[config.mk]
export PLATFORM = sky130hd
export DESIGN_NAME = serial_word_collector
export DESIGN_NICKNAME = d
export VERILOG_FILES = /design/src/rtl/serial_word_collector.sv
export SDC_FILE = /design/constraint.sdc
export NUM_CORES = 1
export LEC_CHECK = 0
export CORE_MARGIN = 10
export CORE_UTILIZATION = 52
export CTS_CLUSTER_SIZE = 16
export DETAILED_ROUTE_END_ITERATION = 10
export PLACE_DENSITY = 0.92
export REMOVE_ABC_BUFFERS = 1
export SYNTH_ARGS = -nofsm -noshare
export SYNTH_HDL_FRONTEND = slang
export SYNTH_SLANG_ARGS = --single-unit
[constraint.sdc]
create_clock -name CLK -period 2.7 [get_ports CLK]
set_input_delay 0.54 -clock CLK [delete_from_list [all_inputs] [get_ports CLK]]
set_output_delay 0.54 -clock CLK [all_outputs]
set_load 0.02 [all_outputs]
[src/rtl/serial_word_collector.sv]
// -----------------------------------------------------------------------------
// serial_word_collector
//
// Collects a single-bit stream (an SLE register output) into WIDTH-bit words
// and places each completed word in a one-deep VALID/READY holding register.
// The shifter accepts bits every enabled edge with no dead cycle between
// frames.
// If the holding register is still occupied and not being drained, the new
// word is dropped and a sticky overflow flag is raised.
//
// Optional feature macro: PARITY_EN
//   When defined, each frame carries one extra trailing even-parity bit
//   (frame = WIDTH+1). The parity bit is not stored in DOUT. The PERR output
//   reports a parity error for the word currently held in DOUT.
//   When undefined, frame = WIDTH and there is no parity logic and no PERR
//   port.
//
// Parameters
//   WIDTH      data bits per word, 2..32
//   MSB_FIRST  1: first sampled bit lands in DOUT[WIDTH-1]
//              0: first sampled bit lands in DOUT[0]
//
// Ports
//   CLK     in   rising-edge clock
//   RSTn    in   asynchronous active-low reset
//   SIN     in   serial data
//   EN      in   sample enable; SIN taken only on edges with EN=1
//   SCLRn   in   synchronous active-low clear; has priority over EN/READY
//   DOUT    out  completed word, stable while VALID=1
//   VALID   out  word available (registered, never depends on READY)
//   READY   in   consumer takes DOUT on an edge with VALID=1
//   OVF     out  sticky overflow; cleared only by SCLRn or RSTn
//   BITCNT  out  bits collected in the current frame
//   PERR    out  (PARITY_EN only) parity error for the held word
// -----------------------------------------------------------------------------
module serial_word_collector #(
  parameter int unsigned WIDTH     = 8,
  parameter int unsigned MSB_FIRST = 1,
`ifdef PARITY_EN
  localparam int unsigned FRAME    = WIDTH + 1,
`else
  localparam int unsigned FRAME    = WIDTH,
`endif
  localparam int unsigned CNT_W    = $clog2(FRAME + 1)
) (
  input  logic             CLK,
  input  logic             RSTn,
  input  logic             SIN,
  input  logic             EN,
  input  logic             SCLRn,
  output logic [WIDTH-1:0] DOUT,
  output logic             VALID,
  input  logic             READY,
  output logic             OVF,
  output logic [CNT_W-1:0] BITCNT
`ifdef PARITY_EN
  ,
  output logic             PERR
`endif
);

  typedef enum logic {
    BUF_EMPTY = 1'b0,
    BUF_FULL  = 1'b1
  } buf_state_e;

  localparam logic [CNT_W-1:0] LAST_CNT = CNT_W'(FRAME - 1);

  // ---------------------------------------------------------------------------
  // Shifter state
  // ---------------------------------------------------------------------------
  logic [FRAME-1:0] shift_q;
  logic [FRAME-1:0] shift_next;
  logic [CNT_W-1:0] cnt_q;
  logic             frame_done;

  // Frame word as it will look after the current edge's bit is shifted in.
  // On the completing edge, this is the full frame. The output buffer can
  // therefore load the word on the same edge as the last bit.
  generate
    if (MSB_FIRST != 0) begin : g_msb_first
      assign shift_next = {shift_q[FRAME-2:0], SIN};
    end else begin : g_lsb_first
      assign shift_next = {SIN, shift_q[FRAME-1:1]};
    end
  endgenerate

  assign frame_done = EN && (cnt_q == LAST_CNT);

  // ---------------------------------------------------------------------------
  // Split the completed frame into data and (optionally) the parity bit.
  // With MSB_FIRST, the trailing parity bit is the newest bit, so it ends up
  // in bit 0. With LSB-first, it ends up in the top bit.
  // ---------------------------------------------------------------------------
  logic [WIDTH-1:0] frame_word;

`ifdef PARITY_EN
  logic             frame_par;
  logic             frame_perr;

  generate
    if (MSB_FIRST != 0) begin : g_msb_split
      assign frame_word = shift_next[FRAME-1:1];
      assign frame_par  = shift_next[0];
    end else begin : g_lsb_split
      assign frame_word = shift_next[WIDTH-1:0];
      assign frame_par  = shift_next[FRAME-1];
    end
  endgenerate

  // Even parity: data bits plus the parity bit must XOR to zero.
  assign frame_perr = (^frame_word) ^ frame_par;
`else
  assign frame_word = shift_next;
`endif

  // ---------------------------------------------------------------------------
  // Shifter: bit counter and shift register.
  // A reset or clear part-way through a frame discards the partial word.
  // ---------------------------------------------------------------------------
  // NOTE: clocked state uses non-blocking (<=) so every flop samples pre-edge
  // values; blocking here would make results depend on statement order.
  always_ff @(posedge CLK or negedge RSTn) begin
    if (!RSTn) begin
      shift_q <= '0;
      cnt_q   <= '0;
    end else if (!SCLRn) begin
      shift_q <= '0;
      cnt_q   <= '0;
    end else if (EN) begin
      shift_q <= shift_next;
      cnt_q   <= frame_done ? '0 : cnt_q + CNT_W'(1);
    end
  end

  // ---------------------------------------------------------------------------
  // Output buffer FSM: one word of storage behind the shifter.
  //   EMPTY + done              -> FULL, load word
  //   FULL  + READY + done      -> FULL, load word (drain and refill)
  //   FULL  + !READY + done     -> FULL, drop word, raise OVF
  //   FULL  + READY + !done     -> EMPTY, DOUT holds its last value
  // ---------------------------------------------------------------------------
  buf_state_e       state_q;
  logic [WIDTH-1:0] dout_q;
  logic             ovf_q;
  logic             load_word;

  // The buffer can accept a new word when it is empty or is being drained on
  // this edge.
  assign load_word = frame_done && ((state_q == BUF_EMPTY) || READY);

`ifdef PARITY_EN
  logic perr_q;
`endif

  always_ff @(posedge CLK or negedge RSTn) begin
    if (!RSTn) begin
      state_q <= BUF_EMPTY;
      dout_q  <= '0;
      ovf_q   <= 1'b0;
`ifdef PARITY_EN
      perr_q  <= 1'b0;
`endif
    end else if (!SCLRn) begin
      state_q <= BUF_EMPTY;
      dout_q  <= '0;
      ovf_q   <= 1'b0;
`ifdef PARITY_EN
      perr_q  <= 1'b0;
`endif
    end else begin
      case (state_q)
        BUF_EMPTY: begin
          if (frame_done) begin
            state_q <= BUF_FULL;
          end
        end
        BUF_FULL: begin
          if (frame_done && !READY) begin
            ovf_q <= 1'b1;
          end else if (!frame_done && READY) begin
            state_q <= BUF_EMPTY;
          end
        end
        default: state_q <= BUF_EMPTY;
      endcase

      if (load_word) begin
        dout_q <= frame_word;
`ifdef PARITY_EN
        perr_q <= frame_perr;
`endif
      end
    end
  end

  // All outputs come straight from flops.
  assign DOUT   = dout_q;
  assign VALID  = (state_q == BUF_FULL);
  assign OVF    = ovf_q;
  assign BITCNT = cnt_q;
`ifdef PARITY_EN
  assign PERR   = perr_q;
`endif

endmodule
==> flow_summary.rst, run 1 <==
.. list-table::
   :header-rows: 1

   * - Metric
     - Value
   * - Fraction of power consumed by sequential logic
     - 0.623
   * - Kind of end point of the critical path
     - output port
   * - Inst Count DP
     - 124
   * - Max Buffers Root-to-Sink
     - 2
   * - Run status
     - finished, final reports clean
   * - Wire length of the first global-routing pass
     - 3.33 mm
   * - Int Power
     - 398 uW
   * - Effective utilization at floorplan
     - 0.552
   * - Share of the synthesized area in the top cell type
     - 0.551
   * - Critical Path Max Stage Delay
     - 0.64 ns
   * - Number of global-route vias before repair
     - 686
   * - Gpl congestion
     - 0.844
   * - Antenna violation net count after detailed routing
     - 0
   * - Clock insertion delay at the later pin of the skew report
     - 0.30 ns
   * - Leading post-synthesis cells by cell area
     - sky130_fd_sc_hd__dfrtp_1, sky130_fd_sc_hd__mux2i_1, sky130_fd_sc_hd__nand2_1
   * - Data arrival, critical path
     - 1.38 ns
   * - RSZ-0062 raised after global routing
     - false
   * - Unique masters post-synth
     - 20
   * - Largest net degree at the start of global routing
     - 30
   * - Via-to-Cell Ratio
     - 5.07
   * - Worst slew slack as a fraction of its limit
     - 0.437
   * - Part of the total power dissipated in combinational logic
     - 0.088
   * - Setup-failing EPs final
     - 0
   * - Worst supply voltage drop on vdd
     - 270 uV
   * - F_max
     - 521 MHz
   * - Number of antenna diodes
     - 0
   * - Tot Pwr
     - 518 uW
   * - Num CTS Buffers
     - 3
   * - Combined area of all synthesized cells
     - 953 sq um
   * - CTS tree
     - done
   * - Placed instance area
     - 1160 sq um
   * - Slack of the critical path
     - 0.780 ns
   * - Port Buffer Count
     - 19
   * - Shortest period the worst path allows
     - 1.92 ns
   * - Non-filler cells in the finished layout
     - 128
   * - Area of the core
     - 1730 sq um
   * - Chip Width
     - 62.8 um
   * - Final hold violation count
     - 0
   * - Grt ovf
     - 0
   * - Type of element launching the critical path
     - flip-flop
   * - Number of max-cap violations
     - 0
   * - Number of setup buffers added after CTS
     - 0
   * - Cell type with the largest total area after synthesis
     - sky130_fd_sc_hd__dfrtp_1
   * - Post-layout utilization of the core
     - 0.686
   * - Switching power share of the total
     - 0.232
   * - Final net count
     - 111
   * - Crit path max-delay family
     - buffers and inverters
   * - Post-CTS resize count
     - 0
   * - Type of the setup path with the least slack
     - flip-flop to output port
   * - Critical Path Fanout Max
     - 4
   * - Post-detailed-routing wire length
     - 1.87 mm
   * - Layout Cell Area excl Fill
     - 1180 sq um
   * - Slack of the worst reg-to-reg path
     - 1.04 ns
   * - Post-synthesis cell count
     - 83
   * - CTS Root Cell
     - sky130_fd_sc_hd__clkbuf_4
   * - List of cells traversed by the critical path
     - clkdlybuf4s50_1
   * - I/O pin total
     - 20
   * - HPWL Detailed
     - 1.40 mm
   * - Clock slew seen by the registers of the worst setup and hold paths
     - 0.12 ns
   * - Flops & latches, synth
     - 21
   * - Iteration-0 DRC count of the detailed router
     - 7
   * - Placement-stage worst setup slack
     - 0.648 ns
   * - Worst hold slack across all endpoints
     - 0.502 ns
   * - Die Outline Area
     - 3950 sq um
   * - Number of warnings printed during yosys synthesis
     - 0
   * - Gr usage total
     - 0.101
   * - Fraction of final layout cells with drive strength greater than 1
     - 0.0680
   * - Cell type of the slowest stage on the worst timing path
     - sky130_fd_sc_hd__clkdlybuf4s50_1
   * - Chip height
     - 62.8 um
   * - Slew at the pin closest to its max-slew limit
     - 0.843 ns
   * - CTS sink cnt
     - 21
   * - Part of the Yosys area used for sequential elements
     - 0.551
   * - Worst Skew
     - 0.00414 ns
   * - Switching power
     - 120 uW
   * - Final-layout setup total negative slack
     - 0 ns
   * - Fillers
     - 148
   * - Number of buffer and inverter stages on the critical path
     - 1
   * - Row cnt
     - 15
   * - Area growth from synthesis to layout
     - 24.1%
   * - Relative contribution of the clock network to total power
     - 0.288
   * - Part of the cycle the worst path needs
     - 0.711
   * - H-tree levels
     - 1
   * - CTS Hold Buffers Added
     - 0
   * - Count of unresolved DRC violations after routing
     - 0
   * - Final routed wire length divided by cell count
     - 14.6 um
   * - Leak Pwr
     - 0.528 nW
   * - Initial antenna violation count
     - 0
   * - DR vias
     - 649
   * - Average cell area after synthesis
     - 11.5 sq um
   * - Hold Path Class
     - flip-flop to flip-flop
   * - First drt pass iteration count
     - 5
   * - Pins over their slew limit
     - 0
   * - Power Density
     - 438 nW/um^2
   * - Data required time at the worst endpoint
     - 2.16 ns
final timing paths:
path	start	end	cells past startpoint
setup / recovery	BITCNT[2]$_DFFE_PN0P_	BITCNT[2]	1
hold / removal	OVF$_DFFE_PN0P_	OVF$_DFFE_PN0P_	1
setup reg to reg	BITCNT[0]$_DFFE_PN0P_	DOUT[4]$_DFFE_PN0P_	4
hold reg to reg	OVF$_DFFE_PN0P_	OVF$_DFFE_PN0P_	1
max in group asynchronous	RSTn	shift_q[2]$_DFFE_PN0P_	2
min in group asynchronous	RSTn	shift_q[6]$_DFFE_PN0P_	2
cell usage after synthesis (all sizes together):
library cell	count
nor2b	9
nand2b	2
o21a	1
a21boi	3
nand4b	1
nand3b	1
xnor2	1
buf	4
mux2i	16
nor2	1
dfrtp	21
or3	1
nand2	18
clkbuf	1
ha	1
nand4	1
and2	1
cell usage in the layout (no fill, tap or decap):
cell type                          n
sky130_fd_sc_hd__buf_4             2
sky130_fd_sc_hd__xnor2_1           1
sky130_fd_sc_hd__nor2b_2           1
sky130_fd_sc_hd__clkdlybuf4s50_1  19
sky130_fd_sc_hd__ha_1              1
sky130_fd_sc_hd__nor2_1            1
sky130_fd_sc_hd__clkbuf_4          3
sky130_fd_sc_hd__or3_1             1
sky130_fd_sc_hd__nor2b_1           8
sky130_fd_sc_hd__nand2b_1          2
sky130_fd_sc_hd__nand2_1          18
sky130_fd_sc_hd__nand3b_1          1
sky130_fd_sc_hd__nand4_1           1
sky130_fd_sc_hd__a21boi_1          3
sky130_fd_sc_hd__o21a_1            1
sky130_fd_sc_hd__and2_1            1
sky130_fd_sc_hd__nand4b_2          1
sky130_fd_sc_hd__dfrtp_1          21
sky130_fd_sc_hd__clkbuf_1          1
sky130_fd_sc_hd__mux2i_1          16
kinds of logic (layout without fill, tap and decap cells):
kind of cell | after synthesis | count (layout) | synth area share
flip-flops | 21 | 21 | 0.551
buffers and inverters | 5 | 25 | 0.0341
AND/OR/NAND/NOR | 35 | 35 | 0.193
AO/OA/AOI/OAI | 4 | 4 | 0.0315
XOR/XNOR | 1 | 1 | 0.00919
adder cells (fa/ha/maj) | 1 | 1 | 0.0131
multiplexers | 16 | 16 | 0.168
final cells by class:
cell class	count	area, sq um	area share
multi-input cells	57	395	0.334
repair buffers	21	205	0.173
clock buffers	4	26.3	0.0222
well taps	25	31.3	0.0264
flip-flops and latches	21	526	0.444
sequential cells by signal, indices dropped and copies added (netlist names):
| signal | count |
|---|---|
| VALID | 1 |
| BITCNT | 4 |
| OVF | 1 |
| shift_q | 7 |
| DOUT | 8 |
layer usage:
| metal | routed length [um] | global-route usage | part of all wire |
|---|---|---|---|
| met4 | 8 | 0.0251 | 0.0043 |
| met5 | 0 | 0 | 0 |
| met3 | 98 | 0.0341 | 0.053 |
| met1 | 823 | 0.122 | 0.44 |
| met2 | 935 | 0.168 | 0.50 |
power groups by stage:
stage	clock network, mW	logic (mW)	registers [mW]
after floorplan	0	0.0131	0.331
after global placement	0	0.0455	0.329
after detailed placement	0	0.0465	0.329
after CTS	0.153	0.0468	0.323
after global routing	0.164	0.0513	0.324
final	0.149	0.0458	0.323
worst reg2reg max path: stages, from the launching register on:
cell,delay [ns]
sky130_fd_sc_hd__dfrtp_1,0.43
sky130_fd_sc_hd__ha_1,0.22
sky130_fd_sc_hd__nand4b_2,0.17
sky130_fd_sc_hd__nor2b_2,0.47
sky130_fd_sc_hd__mux2i_1,0.29
Power figures use the tool's default switching activity.
==> run 2, diff against run 1 <==
--- a/config.mk
+++ b/config.mk
@@ -6,10 +6,10 @@
 export NUM_CORES = 1
 export LEC_CHECK = 0
 export CORE_MARGIN = 10
-export CORE_UTILIZATION = 52
+export CORE_UTILIZATION = 44
 export CTS_CLUSTER_SIZE = 16
 export DETAILED_ROUTE_END_ITERATION = 10
-export PLACE_DENSITY = 0.92
+export PLACE_DENSITY = 0.84
 export REMOVE_ABC_BUFFERS = 1
 export SYNTH_ARGS = -nofsm -noshare
 export SYNTH_HDL_FRONTEND = slang
==> constraint.sdc (replaced) <==
create_clock -name CLK -period 1.7 [get_ports CLK]
set_input_delay 0.34 -clock CLK [delete_from_list [all_inputs] [get_ports CLK]]
set_output_delay 0.34 -clock CLK [all_outputs]
set_load 0.02 [all_outputs]
==> flow_summary.rst, run 2 (synthesis results as in run 1) <==
.. list-table::
   :header-rows: 1

   * - Metric
     - Value
   * - I/O pin total
     - 20 (unchanged)
   * - Iteration-0 DRC count of the detailed router
     - 16 (was 7)
   * - Setup-failing EPs final
     - 0 (unchanged)
   * - Slew at the pin closest to its max-slew limit
     - 0.269 ns (was 0.843 ns)
   * - Layout Cell Area excl Fill
     - 1230 sq um (was 1180 sq um)
   * - Worst hold slack across all endpoints
     - 0.362 ns (was 0.502 ns)
   * - RSZ-0062 raised after global routing
     - false (unchanged)
   * - Reg-to-reg critical path startpoint
     - BITCNT[0]$_DFFE_PN0P_ (unchanged)
   * - Final-layout setup total negative slack
     - 0 ns (unchanged)
   * - Number of setup buffers added after CTS
     - 0 (unchanged)
   * - Area growth from synthesis to layout
     - 29.3% (was 24.1%)
   * - H-tree levels
     - 1 (unchanged)
   * - Gr usage total
     - 0.0954 (was 0.101)
   * - Number of antenna diodes
     - 0 (unchanged)
   * - Chip Width
     - 66.6 um (was 62.8 um)
   * - Leading cell type in the layout, fill and taps excluded
     - sky130_fd_sc_hd__dfrtp_1 (unchanged)
   * - Placed instance area
     - 1190 sq um (was 1160 sq um)
   * - Worst slew slack as a fraction of its limit
     - 0.821 (was 0.437)
   * - Final net count
     - 114 (was 111)
   * - Part of the cycle the worst path needs
     - 0.964
   * - CTS Root Cell
     - sky130_fd_sc_hd__clkbuf_4 (unchanged)
   * - Non-filler cells in the finished layout
     - 133 (was 128)
   * - Initial antenna violation count
     - 0 (unchanged)
   * - Final hold violation count
     - 0 (unchanged)
   * - DR vias
     - 653 (was 649)
   * - F_max
     - 610 MHz
   * - Gpl congestion
     - 0.742 (was 0.844)
   * - Worst Reg-to-Reg Cells
     - 5 (was 4)
   * - Worst supply voltage drop on vdd
     - 495 uV (was 270 uV)
   * - Kind of end point of the critical path
     - output port (unchanged)
   * - Endpoint of the worst-slack reg-to-reg timing path
     - DOUT[0]$_DFFE_PN0P_ (was DOUT[4]$_DFFE_PN0P_)
   * - Port Buffer Count
     - 19 (unchanged)
   * - FF/Latch Area
     - 526 sq um (unchanged)
   * - Number of global-route vias before repair
     - 722 (was 686)
   * - Area of the core
     - 2000 sq um (was 1730 sq um)
   * - HPWL Detailed
     - 1.39 mm (was 1.40 mm)
   * - Commonest cells after routing, fill and taps aside
     - sky130_fd_sc_hd__dfrtp_1, sky130_fd_sc_hd__nand2_1, sky130_fd_sc_hd__mux2i_1 (was sky130_fd_sc_hd__dfrtp_1, sky130_fd_sc_hd__clkdlybuf4s50_1, sky130_fd_sc_hd__nand2_1)
   * - Slack of the worst reg-to-reg path
     - 0.29 ns (was 1.04 ns)
   * - Effective utilization at floorplan
     - 0.476 (was 0.552)
   * - Pins over their slew limit
     - 0 (unchanged)
   * - Number of max-cap violations
     - 0 (unchanged)
   * - Count of unresolved DRC violations after routing
     - 0 (unchanged)
   * - Max Buffers Root-to-Sink
     - 2 (unchanged)
   * - Cell type of the slowest stage on the worst timing path
     - sky130_fd_sc_hd__clkdlybuf4s50_1 (unchanged)
   * - Type of the setup path with the least slack
     - flip-flop to output port (unchanged)
   * - Clock insertion delay at the later pin of the skew report
     - 0.31 ns (was 0.30 ns)
   * - Shortest period the worst path allows
     - 1.64 ns
   * - CTS sink cnt
     - 21 (unchanged)
   * - Hold Path Class
     - input port to async pin (was flip-flop to flip-flop)
   * - Leak Pwr
     - 0.648 nW (was 0.528 nW)
   * - Final routed wire length divided by cell count
     - 14.7 um (was 14.6 um)
   * - Inst Count DP
     - 129 (was 124)
   * - Row cnt
     - 16 (was 15)
   * - Data arrival, critical path
     - 1.30 ns (was 1.38 ns)
   * - Chip height
     - 66.6 um (was 62.8 um)
   * - Fraction of final layout cells with drive strength greater than 1
     - 0.104 (was 0.0680)
   * - First drt pass iteration count
     - 4 (was 5)
   * - Die Outline Area
     - 4430 sq um (was 3950 sq um)
   * - Worst Skew
     - 0.0126 ns (was 0.00414 ns)
   * - Grt ovf
     - 0 (unchanged)
   * - Via-to-Cell Ratio
     - 4.91 (was 5.07)
   * - List of cells traversed by the critical path
     - clkdlybuf4s50_1 (unchanged)
   * - Area of combinational cells with multiple inputs
     - 395 sq um (unchanged)
   * - Number of buffer and inverter stages on the critical path
     - 1 (unchanged)
   * - Data required time at the worst endpoint
     - 1.36 ns (was 2.16 ns)
   * - Antenna violation net count after detailed routing
     - 0 (unchanged)
   * - Fillers
     - 171 (was 148)
   * - Wire length of the first global-routing pass
     - 3.37 mm (was 3.33 mm)
   * - Crit path max-delay family
     - buffers and inverters (unchanged)
   * - Clock slew seen by the registers of the worst setup and hold paths
     - 0.12 ns (about the same)
   * - Type of element launching the critical path
     - flip-flop (unchanged)
   * - Largest net degree at the start of global routing
     - 30 (unchanged)
   * - Critical Path Fanout Max
     - 2 (was 4)
   * - Power Density
     - 670 nW/um^2 (was 438 nW/um^2)
   * - Max FFs per register
     - 8 (unchanged)
   * - Post-detailed-routing wire length
     - 1.96 mm (was 1.87 mm)
   * - CTS tree
     - done (unchanged)
   * - Num CTS Buffers
     - 3 (unchanged)
   * - Run status
     - finished, final reports clean (unchanged)
   * - CTS Hold Buffers Added
     - 0 (unchanged)
   * - Critical Path Max Stage Delay
     - 0.61 ns (was 0.64 ns)
## run 2: cell count changes in the layout (fill, tap and decap cells not counted), sizes merged
cell,delta
dlygate4sd2,+2
clkinv,+1
dlymetal6s2s,+5
clkdlybuf4s50,-7
buf,+3
clkbuf,-1
## run 2: power by group
group,switching [mW],total [mW],internal (mW)
Clock,0.152,0.240,0.0878
Sequential,0.00662,0.512,0.506
Combinational,0.0391,0.0737,0.0347
Total,0.198,0.826,0.628
## run 2: cell type report
cell class	instances	area share
clock inverters	1	0.00406
flip-flops and latches	21	0.426
clock buffers	3	0.0183
repair buffers	24	0.203
well taps	27	0.0274
multi-input cells	57	0.321
## run 2: how the worst max path moves through the flow
stage | start | to | depth (start not counted)
6_report | VALID$_DFF_PN0_ | VALID | 1
4_1_cts | BITCNT[1]$_DFFE_PN0P_ | BITCNT[1] | 1
5_1_grt | DOUT[7]$_DFFE_PN0P_ | DOUT[7] | 1
3_5_place_dp | EN | DOUT[3]$_DFFE_PN0P_ | 5
2_1_floorplan | BITCNT[0]$_DFFE_PN0P_ | DOUT[0]$_DFFE_PN0P_ | 4
3_3_place_gp | EN | BITCNT[2]$_DFFE_PN0P_ | 5
## run 2: through the flow
step                power (mW)  setup WS, ns   util
finish                   0.826        0.0611  0.616
global route             0.868       0.00187  0.616
CTS                      0.838       0.00459  0.609
detailed placement       0.599         0.104  0.597
global placement         0.596         0.150  0.597
floorplan                0.546         0.165      -
## run 2: what timing repair did
item	in CTS	in global routing
endpoints found under the setup margin	2	5
resized for setup	2	5
gates cloned	0	0
## run 2: routing by layer
| metal | track usage | wire (um) | up-vias |
|---|---|---|---|
| met2 | 0.152 | 924 | 18 |
| met3 | 0.0334 | 147 | 2 |
| met5 | 0 | 0 | - |
| li1 | - | - | 318 |
| met1 | 0.110 | 860 | 315 |
| met4 | 0.0471 | 26 | 0 |
==> run 3, diff against run 2 <==
--- a/config.mk
+++ b/config.mk
@@ -14,3 +14,4 @@
 export SYNTH_ARGS = -nofsm -noshare
 export SYNTH_HDL_FRONTEND = slang
 export SYNTH_SLANG_ARGS = --single-unit
+export TNS_END_PERCENT = 100
==> results of run 3 <==
The final DEF is identical to that of run 2; final timing and power are the same.
